**config.mk**
```make
export PLATFORM = sky130hd
export DESIGN_NAME = output_writeback
export DESIGN_NICKNAME = d
export VERILOG_FILES = /design/src/rtl/output_writeback.sv
export SDC_FILE = /design/constraint.sdc
export NUM_CORES = 1
export LEC_CHECK = 0
export CORE_MARGIN = 10
export CORE_UTILIZATION = 45
export DETAILED_ROUTE_END_ITERATION = 10
export PLACE_DENSITY = 0.66
export SYNTH_ARGS = -nofsm -noshare
export SYNTH_HDL_FRONTEND = slang
export SYNTH_SLANG_ARGS = --single-unit
export TNS_END_PERCENT = 10
```
**constraint.sdc**
```tcl
create_clock -name clk -period 10.81 [get_ports clk]
set_input_delay 3.243 -clock clk [delete_from_list [all_inputs] [get_ports clk]]
set_output_delay 3.243 -clock clk [all_outputs]
set_load 0.05 [all_outputs]
```
**src/rtl/output_writeback.sv**
```systemverilog
// Output writeback: captures accelerator result beats into a small FIFO and streams them to external memory.
// Build option: define WB_OVERFLOW_FLAG_EN to report beats dropped on a full FIFO through overflow_err.
module output_writeback #(
  parameter int ACCUMULATION_WIDTH = 32,
  parameter int FEATURE_MAP_WIDTH  = 64,
  parameter int FEATURE_MAP_HEIGHT = 64,
  parameter int OUTPUT_NB_CHANNELS = 32,
  parameter int EXT_MEM_HEIGHT     = 1 << 20,
  parameter int BASE_ADDR          = 0,
  parameter int FIFO_DEPTH         = 4,
  localparam int AW = $clog2(EXT_MEM_HEIGHT),
  localparam int XW = $clog2(FEATURE_MAP_WIDTH),
  localparam int YW = $clog2(FEATURE_MAP_HEIGHT),
  localparam int CW = $clog2(OUTPUT_NB_CHANNELS)
) (
  input  logic                          clk,
  input  logic                          rst_in,
  input  logic                          start,
  input  logic [ACCUMULATION_WIDTH-1:0] in_data,
  input  logic                          in_valid,
  input  logic [XW-1:0]                 in_x,
  input  logic [YW-1:0]                 in_y,
  input  logic [CW-1:0]                 in_ch,
  output logic                          mem_we,
  output logic [AW-1:0]                 mem_addr,
  output logic [ACCUMULATION_WIDTH-1:0] mem_wdata,
  input  logic                          mem_ack,
  output logic                          busy,
  output logic                          done,
  output logic [AW:0]                   wr_count,
  output logic                          overflow_err
);

  localparam int TOTAL = FEATURE_MAP_WIDTH * FEATURE_MAP_HEIGHT * OUTPUT_NB_CHANNELS;
  localparam int TW    = $clog2(TOTAL + 1);
  localparam int PW    = $clog2(FIFO_DEPTH);
  localparam int LW    = ((AW > XW + YW + CW) ? AW : (XW + YW + CW)) + 2;
  localparam int EW    = AW + ACCUMULATION_WIDTH;

  localparam logic [TW-1:0] LAST_BEAT = TW'(TOTAL - 1);
  localparam logic [PW:0]   DEPTH_P   = (PW + 1)'(FIFO_DEPTH);
  localparam logic [LW-1:0] MEM_H     = LW'(EXT_MEM_HEIGHT);

  typedef enum logic [1:0] {
    S_IDLE  = 2'd0,
    S_RUN   = 2'd1,
    S_DRAIN = 2'd2,
    S_DONE  = 2'd3
  } state_t;

  state_t state_q, state_d;

  logic                          in_range;
  logic                          beat;
  logic                          last_beat;
  logic                          run_entry;
  logic                          push;
  logic                          pop;
  logic                          full;
  logic                          fifo_empty_d;
  logic [LW-1:0]                 lin_addr;
  logic [AW-1:0]                 cap_addr;
  logic [EW-1:0]                 cap_entry;
  logic [EW-1:0]                 head_d;
  logic [EW-1:0]                 fifo_q [FIFO_DEPTH];
  logic [PW:0]                   wr_ptr_q, wr_ptr_d;
  logic [PW:0]                   rd_ptr_q, rd_ptr_d;
  logic [PW:0]                   level;
  logic                          mem_we_q;
  logic [AW-1:0]                 mem_addr_q;
  logic [ACCUMULATION_WIDTH-1:0] mem_wdata_q;
  logic [AW:0]                   wr_count_q;
  logic [TW-1:0]                 beat_cnt_q;

  // Capture qualification and address generation
  always_comb begin
    in_range = ({1'b0, in_x}  < (XW + 1)'(FEATURE_MAP_WIDTH)) &&
               ({1'b0, in_y}  < (YW + 1)'(FEATURE_MAP_HEIGHT)) &&
               ({1'b0, in_ch} < (CW + 1)'(OUTPUT_NB_CHANNELS));
    lin_addr  = LW'(BASE_ADDR) +
                (LW'(in_ch) * LW'(FEATURE_MAP_HEIGHT) + LW'(in_y)) * LW'(FEATURE_MAP_WIDTH) +
                LW'(in_x);
    cap_addr  = AW'(lin_addr % MEM_H);
    cap_entry = {cap_addr, in_data};
  end

  always_comb begin
    beat      = (state_q == S_RUN) && in_valid && in_range;
    last_beat = beat && (beat_cnt_q == LAST_BEAT);
    run_entry = ((state_q == S_IDLE) || (state_q == S_DONE)) && start;
    level     = wr_ptr_q - rd_ptr_q;
    full      = (level == DEPTH_P);
    pop       = mem_we_q && mem_ack;
    push      = beat && (!full || pop);
  end

  // The output register tracks the FIFO head as it will be after this edge:
  // a push into a FIFO that empties this edge becomes the head directly.
  always_comb begin
    rd_ptr_d = rd_ptr_q + (PW + 1)'(pop);
    wr_ptr_d = wr_ptr_q + (PW + 1)'(push);
    if (run_entry) begin
      rd_ptr_d = '0;
      wr_ptr_d = '0;
    end
    fifo_empty_d = (rd_ptr_d == wr_ptr_d);
    if (push && (level == (PW + 1)'(pop))) begin
      head_d = cap_entry;
    end else begin
      head_d = fifo_q[rd_ptr_d[PW-1:0]];
    end
  end

  always_ff @(posedge clk) begin
    if (push) begin
      fifo_q[wr_ptr_q[PW-1:0]] <= cap_entry;
    end
  end

  // FSM: state register
  always_ff @(posedge clk) begin
    if (rst_in) begin
      state_q <= S_IDLE;
    end else begin
      state_q <= state_d;
    end
  end

  // FSM: next state
  always_comb begin
    state_d = state_q;
    unique case (state_q)
      S_IDLE:  if (start)        state_d = S_RUN;
      S_RUN:   if (last_beat)    state_d = S_DRAIN;
      S_DRAIN: if (fifo_empty_d) state_d = S_DONE;
      S_DONE:  if (start)        state_d = S_RUN;
      default:                   state_d = S_IDLE;
    endcase
  end

  // FSM: outputs
  always_comb begin
    busy = (state_q == S_RUN) || (state_q == S_DRAIN);
    done = (state_q == S_DONE);
  end

  always_ff @(posedge clk) begin
    if (rst_in) begin
      wr_ptr_q    <= '0;
      rd_ptr_q    <= '0;
      mem_we_q    <= 1'b0;
      mem_addr_q  <= '0;
      mem_wdata_q <= '0;
      wr_count_q  <= '0;
      beat_cnt_q  <= '0;
    end else begin
      wr_ptr_q <= wr_ptr_d;
      rd_ptr_q <= rd_ptr_d;
      mem_we_q <= !fifo_empty_d;
      if (!fifo_empty_d) begin
        mem_addr_q  <= head_d[EW-1 -: AW];
        mem_wdata_q <= head_d[ACCUMULATION_WIDTH-1:0];
      end
      if (run_entry) begin
        wr_count_q <= '0;
        beat_cnt_q <= '0;
      end else begin
        if (pop) begin
          wr_count_q <= wr_count_q + (AW + 1)'(1);
        end
        if (beat) begin
          beat_cnt_q <= beat_cnt_q + TW'(1);
        end
      end
    end
  end

  assign mem_we    = mem_we_q;
  assign mem_addr  = mem_addr_q;
  assign mem_wdata = mem_wdata_q;
  assign wr_count  = wr_count_q;

`ifdef WB_OVERFLOW_FLAG_EN
  logic drop;
  logic ovf_q;

  assign drop = beat && full && !pop;

  always_ff @(posedge clk) begin
    if (rst_in) begin
      ovf_q <= 1'b0;
    end else if (run_entry) begin
      ovf_q <= 1'b0;
    end else if (drop) begin
      ovf_q <= 1'b1;
    end
  end

  assign overflow_err = ovf_q;
`else
  assign overflow_err = 1'b0;
`endif

endmodule

```
Word level (Yosys, flattened, before mapping):

Memories as Yosys holds them, arrays and structs flattened.
Cells that the tools add are included.

* multiplexer cells: 9
* reductions and logical operators: 15
* equality and inequality tests: 10
* magnitude comparators: 0
* add/sub/neg operators: 7
* multiply operators: 0
* shift-type cells: 0
* bitwise logic cells: 0
* divide/modulo/power cells: 0

Operator list (number)
* 2-to-1 mux 52 bit: 1
* adder 21 x 1 -> 21 bit (second input constant): 1
* adder 18 x 6 -> 19 bit: 1
* adder 18 x 1 -> 18 bit (second input constant): 1
* equality test 18 x 17 -> 1 bit (second input constant): 1
* adder 11 x 6 -> 12 bit: 1
* adder 3 x 1 -> 3 bit: 2
* logical AND 1 bit: 6
* 2-to-1 mux 2 bit: 3
* 2-to-1 mux 3 bit: 2
* case mux 2 bit (3 select lines): 1
* equality test 2 bit (second input constant): 2
* != test 2 bit (second input constant): 2
* OR reduction 2 bit: 2
* equality test 3 x 1 -> 1 bit: 1
* equality test 3 bit: 1
* equality test 3 bit (second input constant): 1
* logical OR 1 bit: 3
* AND reduction 3 bit: 1
* subtractor 3 bit: 1
* equality test 2 x 1 -> 1 bit (second input constant): 1
* zero test 1 bit: 2
* zero test 2 bit: 1
* 2-to-1 mux 1 bit: 2
* != test 2 x 1 -> 1 bit (second input constant): 1

* word-level logic and storage cells: 50
* bits in writable memories: 204
* bits in latches: 0
* memories: 1
* flip-flop bits (word level): 100
* output and inout port bits: 77
* memory bits (read-only): 0

Memories
* fifo_q: words 4, bits a word 51, rd ports 1, clocked after Yosys merged registers in 0, wr ports 1, line 65 `logic [EW-1:0] fifo_q [FIFO_DEPTH];`

Depth between registers and ports, before layout:

Gate-level depths: netlist (run 1).

* word-level depth: 10
* mapped depth: 14
* depth with buffers taken out: 12

Least setup slack after synthesis (run 1):

OpenSTA, ideal clock, no wires.

* path type: input -> register
* start: input mem_ack
* end: memory fifo_q[1][0] in the netlist's numbering, enable pin
* arrival time: 5795 ps
* setup time: 456 ps
* path slack: 4559 ps
* stages: 4
* data required time: 10354 ps
* path buffers: 0
* cell sequence: nand2_1 > a41oi_1 > nand2_1 > nor2_1

* word-level cells in the longest chain between the ends: 5

Ends and longest elaborated chain
* start, declared: line 27 `input logic mem_ack,`
* logical AND 1 bit: line 93 `pop = mem_we_q && mem_ack;`
* logical OR 1 bit: line 94 `push = beat && (!full || pop);`
* logical AND 1 bit: line 94
* 2-to-1 mux 1 bit: line 115 `if (push) begin`
* 2-to-1 mux 1 bit (not written as such): line 116 `fifo_q[wr_ptr_q[PW-1:0]] <= cap_entry;`
* end, declared: line 65

Every way passes these cells.

Worst setup path after layout (run 1):

* start: input mem_ack
* end: register mem_wdata_q[9] (netlist: mem_wdata[9])

* word-level cells in the longest chain between the ends: 6
* elaborated cells on any way between the ends: 12

Ends and longest elaborated chain
* logical AND 1 bit (*): line 93
* branches (longest 5 deep; another with memory read (4 x 51 bit))
* end signal, assigned: line 162 `mem_wdata_q <= head_d[ACCUMULATION_WIDTH-1:0];`
* end, declared: line 71 `logic [ACCUMULATION_WIDTH-1:0] mem_wdata_q;`

Mark *: on every way between the ends.
A chain may end at the register's enable or synchronous reset.

==> impl_metrics.csv, run 1 <==
group,metric,value,unit
setup_path,crit_path_end_kind,"flop",
yosys,synthFlopType,"edfxtp_1",
placement,dpl-instance-area,13600,µm²
die,starting_density_of_the_core,0.461,
sta,final.hold.worst_slack,0.477,ns
clock_tree,cts_buffers,31,
grt,antenna_found_initial,0,
drt,drc_viols,0,
sta,post-route-worst-setup-slack,4.39,ns
placement,placed_cells_incl_taps,1414,
sta,fin_crit_sh,0.593,
sta,timing_worst_slew_pin_value,1.04,ns
clock_tree,post-cts-setup-buffer-count,0,
sta,timing.max_slew.rel_slack,0.305,
final_layout,fillCellCount,2187,
clock_tree,cts-root-buf,"clkbuf_16",
sta,tns,0,ns
die,die_h,184,µm
clock_tree,clock_tree.buffer_depth,3,
setup_path,critPathTopFamily,"buffers and inverters",
yosys,yosysMostFrequentCell,"edfxtp_1",
pwr,seqPwrFrac,0.390,
setup_path,worst-path-max-fanout,52,
die,cell_rows,59,
setup_path,cpPeakStageDelay,0.58,ns
drt,routed_wl,28500,µm
pwr,p_sw_frac,0.355,
clock_tree,cts.htree.levels,1,
clock_tree,hold_buffers,0,
drt,firstDrtPassIters,5,
placement,placement.io_buffers,126,
outcome,outcome,"completed",
drt,post_drt_via_cell_ratio,5.57,
sta,rsz0062_at_grt,"false",
sta,finalSetupViolCount,0,
grt,largest_net_degree_at_the_start_of_global_routing,98,
clock_tree,cts_repair_resize_count,0,
clock_tree,cts_tree,"yes",
drt,detail_route.iter0.violations,690,
setup_path,cp.required,11.32,ns
placement,post-dp-hpwl,15900,µm
yosys,post_synth.cell_area_avg,11.9,µm²
die,core_region_area,26300,µm²
clock_tree,cts.sink_count,293,
hold_path,hold_path.class,"reg2reg",
setup_path,timing.critical_path.arrival,6.92,ns
pwr,power_report.internal_total,2.29,mW
die,die_area,33900,µm²
placement,gp_congestion,0.769,
grt,grt_util_all_layers,0.163,
yosys,synth_cell_types,46,
yosys,synth_top_cells_by_count,"edfxtp_1, nand2_1, a21oi_1",
sta,final_max_slew_viol_count,0,
placement,dp_slack,3.86,ns
pwr,power.share.combinational,0.318,
clock_tree,cts.reportedPaths.clkPinSlew,0.06,ns
yosys,synth_top_area_share,0.486,
sta,finalClockSkew,0.0148,ns
final_layout,instances_no_fill,1472,
setup_path,cp_num_buf_inv,4,
yosys,synth-seq-area-share,0.647,
flow_run,max_cap_violations,0,
final_layout,final_instance_area,14600,µm²
yosys,area_leader_netlist,"edfxtp_1",
yosys,synthTopCellsByArea,"edfxtp_1, dfxtp_1, a21oi_1",
die,die_w,184,µm
setup_path,reg2reg_setup_slack,6.74,ns
yosys,postSynth.asyncResetShare,0,
die,io_pins,131,
pwr,p_sw,1.26,mW
setup_path,crit_slowest_cell,"buf_4",
drt,drtAntennaViolNets,0,
sta,finalWorstPathRequiredPeriod,6.42,ns
clock_tree,worst_skew_pair.late_latency,0.57,ns
yosys,synth-seq-cells,293,
pwr,leakagePower,4.73,nW
grt,first_global_vias,8112,
yosys,number_of_enable_flip_flop_cells_after_synthesis,196,
final_layout,num-nets-final,1177,
final_layout,post_route_cells_drive_above_1_share,0.0668,
drt,avgRoutedWirePerCell,19.3,µm
yosys,syn-instance-count,1015,
pwr,share_of_total_power_in_the_clock_network,0.292,
final_layout,syn_to_final_growth,20.6,%
yosys,synth_area,12100,µm²
setup_path,cp-start-kind,"input port",
final_layout,antenna_cells,0,
pwr,pwr_density_cell,243,nW/µm²
grt,grt_pass1_wl,44800,µm
pwr,peakVddDrop,174,µV
setup_path,worstPathCellList,"clkdlybuf4s50_1 -> nand2_1 -> inv_1 -> ha_4 -> ha_2 -> buf_4 -> xnor2_1 -> nand2_1 -> or2_1 -> a21oi_4 -> buf_4 -> a22o_1",
grt,grt_overflow_total,0,
yosys,synthesis.yosys.warnings,0,
setup_path,critical_path_class,"in2reg",
sta,number_of_hold_violations_in_the_final_report,0,
sta,maxClockFrequency,156,MHz
drt,detailroute.via_count,8206,
-- cells by family after synthesis --
group                      after synthesis  share of synthesized area
DFF                                    293                      0.647
xor gates and xnor gates                40                     0.0302
buffers and inverters                   88                     0.0319
adders and majority gates               11                     0.0120
other                                    1                   0.000310
and+or+nand+nor                        267                     0.0943
AOI/OAI and AO/OA                      266                      0.144
muxes                                   49                     0.0405
-- power by group through the flow --
stage	logic (mW)	clock network (mW)	registers [mW]
floorplan	0.551	0	1.63
global placement	1.12	0	1.41
detailed placement	1.13	0	1.41
CTS	1.13	1.06	1.38
global route	1.21	1.10	1.40
finish	1.13	1.04	1.38
-- worst reg2reg max path: stages, from the launching register on --
cell and delay [ns]:
dfxtp_1 0.35, inv_1 0.08, ha_1 0.21, fa_1 0.37, xor3_1 0.26, a41oi_1 0.44
ha_1 0.24, ha_1 0.25, xnor2_1 0.17, nand2_1 0.10, or2_1 0.26, a21oi_4 0.57
buf_4 0.50, a22o_1 0.23
-- worst paths after layout --
| path | startpoint | to | depth (start not counted) |
|---|---|---|---|
| setup reg to reg | wr_ptr_q[0] | mem_wdata[9] | 13 |
| hold / removal | mem_addr[3] | mem_addr[3] | 1 |
| setup / recovery | mem_ack | mem_wdata[9] | 12 |
| hold reg to reg | mem_addr[3] | mem_addr[3] | 1 |
-- per-stage QoR --
step / util / power (mW)
floorplan: - / 2.18
global placement: 0.517 / 2.52
detailed placement: 0.517 / 2.53
CTS: 0.555 / 3.57
global route: 0.555 / 3.71
finish: 0.555 / 3.55
-- sequential cells by signal (all words and copies together), names as in the netlist --
signal      cells
fifo_q        196
mem_wdata      32
wr_count       21
beat_cnt_q     18
mem_addr       17
rd_ptr_q        3
wr_ptr_q        3
state_q         2
mem_we          1
-- final cells by class --
type / count / area (µm²) / share of cell area
Clock buffer: 38 / 802 / 0.0550
Inverter: 10 / 37.5 / 0.00257
Tap cell: 335 / 419 / 0.0287
Timing Repair Buffer: 139 / 1350 / 0.0928
Clock inverter: 20 / 193 / 0.0132
Multi-Input combinational cell: 637 / 3960 / 0.271
Sequential cell: 293 / 7830 / 0.536
-- cell usage in the layout, fill, tap and decap left out, drive strengths merged, types with 6 or more instances in the layout --
cell type and instances:
edfxtp 196, clkdlybuf4s50 125, nand2 115, a21oi 107
dfxtp 97, nor2 92, o21ai 52, mux2i 49
o221ai 49, a22o 49, clkbuf 38, xnor2 21
xor2 18, nand3 15, buf 14, clkinv 13
inv 12, nand4 11, ha 10, and2 6
-- per-layer routing --
layer,up-vias,GRT usage,part of all wire
met5,-,0,0
met4,0,0.0315,0.015
met3,31,0.0346,0.067
met2,232,0.268,0.47
met1,4000,0.218,0.45
li1,3943,-,-
(Power assumes the default switching activity.)
==> inputs of run 2 (changes only) <==
--- a/config.mk
+++ b/config.mk
@@ -8,7 +8,7 @@
 export CORE_MARGIN = 10
 export CORE_UTILIZATION = 45
 export DETAILED_ROUTE_END_ITERATION = 10
-export PLACE_DENSITY = 0.66
+export PLACE_DENSITY = 0.68
 export SYNTH_ARGS = -nofsm -noshare
 export SYNTH_HDL_FRONTEND = slang
 export SYNTH_SLANG_ARGS = --single-unit
==> constraint.sdc (replaced) <==
create_clock -name clk -period 5.7 [get_ports clk]
set_input_delay 1.71 -clock clk [delete_from_list [all_inputs] [get_ports clk]]
set_output_delay 1.71 -clock clk [all_outputs]
set_load 0.05 [all_outputs]
==> run 2 against run 1 <==
Total power is 91% higher. Combinational power is 91% higher. Flip-flop and latch count stayed put. Critical endpoint is now mem_addr[1].
==> impl_metrics.csv, run 2 (synthesis results as in run 1) <==
group,metric,value,unit
clock_tree,post-cts-setup-buffer-count,0,
setup_path,worst-path-max-fanout,30,
final_layout,multi_input_logic_area,3960,µm²
pwr,pwr_density_cell,460,nW/µm²
pwr,peakVddDrop,319,µV
sta,timing.max_slew.rel_slack,0.275,
sta,tns,0,ns
die,die_area,33900,µm²
clock_tree,cts.sink_count,293,
die,die_w,184,µm
setup_path,critPathTopFamily,"compound AO/OA/AOI/OAI gates",
grt,largest_net_degree_at_the_start_of_global_routing,149,
sta,fin_crit_sh,0.770,
final_layout,num-nets-final,1183,
sta,finalWorstPathRequiredPeriod,4.39,ns
drt,detailroute.via_count,8291,
setup_path,cpPeakStageDelay,0.62,ns
hold_path,hold_path.class,"reg2reg",
die,cell_rows,59,
clock_tree,cts_repair_resize_count,0,
final_layout,layout.cells.most_common,"edfxtp_1",
flow_run,max_cap_violations,0,
setup_path,worstPathCellList,"clkdlybuf4s50_1 -> nand2_1 -> a41oi_1 -> ha_1 -> ha_1 -> xnor2_1 -> nand2_1 -> or2_1 -> a21oi_4 -> buf_12 -> a22o_1",
setup_path,cp.required,6.20,ns
final_layout,post_route_cells_drive_above_1_share,0.0736,
grt,grt_overflow_total,0,
final_layout,largest_reg_flops,196,
final_layout,fillCellCount,2185,
final_layout,most-common-layout-cells,"edfxtp_1, clkdlybuf4s50_1, nand2_1, a21oi_1, dfxtp_1",
placement,placement.io_buffers,126,
drt,routed_wl,28800,µm
setup_path,cp_num_buf_inv,2,
clock_tree,hold_buffers,0,
outcome,outcome,"completed",
sta,final.hold.worst_slack,0.477,ns
drt,drc_viols,0,
clock_tree,cts.reportedPaths.clkPinSlew,0.06,ns
die,die_h,184,µm
drt,firstDrtPassIters,4,
setup_path,cp-start-kind,"input port",
drt,post_drt_via_cell_ratio,5.61,
sta,maxClockFrequency,228,MHz
drt,drtAntennaViolNets,0,
grt,groute.layer.met2.usage,0.266,
clock_tree,cts_tree,"yes",
sta,finalSetupViolCount,0,
sta,rsz0062_at_grt,"false",
setup_path,critical_path_class,"in2reg",
sta,number_of_hold_violations_in_the_final_report,0,
setup_path,crit_path_end_kind,"flop",
final_layout,syn_to_final_growth,21.5,%
die,core_region_area,26300,µm²
sta,final_max_slew_viol_count,0,
setup_path,crit_slowest_cell,"a21oi_4",
setup_path,timing.critical_path.arrival,4.89,ns
grt,first_global_vias,8079,
grt,grt_pass1_wl,44900,µm
grt,fraction_of_met3_tracks_used_by_global_routing,0.0358,
grt,grt_util_all_layers,0.165,
pwr,leakagePower,4.79,nW
sta,finalClockSkew,0.0170,ns
clock_tree,worst_skew_pair.late_latency,0.56,ns
grt,antenna_found_initial,2,
clock_tree,cts_buffers,30,
placement,post-dp-hpwl,16500,µm
final_layout,final-seq-area,7830,µm²
die,io_pins,131,
clock_tree,clock_tree.buffer_depth,3,
drt,avgRoutedWirePerCell,19.5,µm
die,starting_density_of_the_core,0.461,
clock_tree,cts.htree.levels,1,
clock_tree,cts-root-buf,"clkbuf_16",
grt,use_met1,0.221,
placement,gp_congestion,0.817,
grt,busiest_layer,"met2",
drt,detail_route.iter0.violations,534,
sta,timing_worst_slew_pin_value,1.08,ns
## run 2: final timing paths
path,slack (ns),from,cells after the start,to
setup / recovery,1.31,mem_ack,11,mem_addr[1]
hold / removal,0.48,beat_cnt_q[1],2,beat_cnt_q[1]
setup reg to reg,1.89,wr_ptr_q[0],13,mem_addr[1]
hold reg to reg,0.48,beat_cnt_q[1],2,beat_cnt_q[1]
## run 2: worst min-delay path, stage by stage, from the launching register on
cell	delay, ns
dfxtp_1	0.32
nand2_1	0.05
a21oi_1	0.06
## run 2: final cells by class
type,instances,area share
inverters,10,0.00255
well taps,335,0.0285
repair buffers,146,0.0981
clock inverters,12,0.00850
diodes,1,0.000170
multi-input cells,637,0.269
flip-flops and latches,293,0.532
clock buffers,44,0.0608
## run 2: stage by stage
| stage | instances | cell area, µm² | util | setup slack [ns] | power, mW |
|---|---|---|---|---|---|
| floorplan | 1018 | 12100 | - | 0.982 | 4.13 |
| global placement | 1421 | 13700 | 0.521 | 0.948 | 4.82 |
| detailed placement | 1421 | 13700 | 0.521 | 0.827 | 4.84 |
| CTS | 1477 | 14700 | 0.560 | 1.36 | 6.81 |
| global route | 1477 | 14700 | 0.560 | 1.16 | 7.07 |
| finish | 1478 | 14700 | 0.560 | 1.31 | 6.77 |
## run 2: power by group
group | switching, mW | internal (mW)
clock network | 0.799 | 1.18
logic | 1.44 | 0.728
registers | 0.136 | 2.50
## run 2: routing by layer
layer | up-vias | part of all wire
met3 | 39 | 0.065
met1 | 4062 | 0.45
met5 | - | 0.00059
met4 | 2 | 0.018
li1 | 3966 | -
met2 | 222 | 0.47
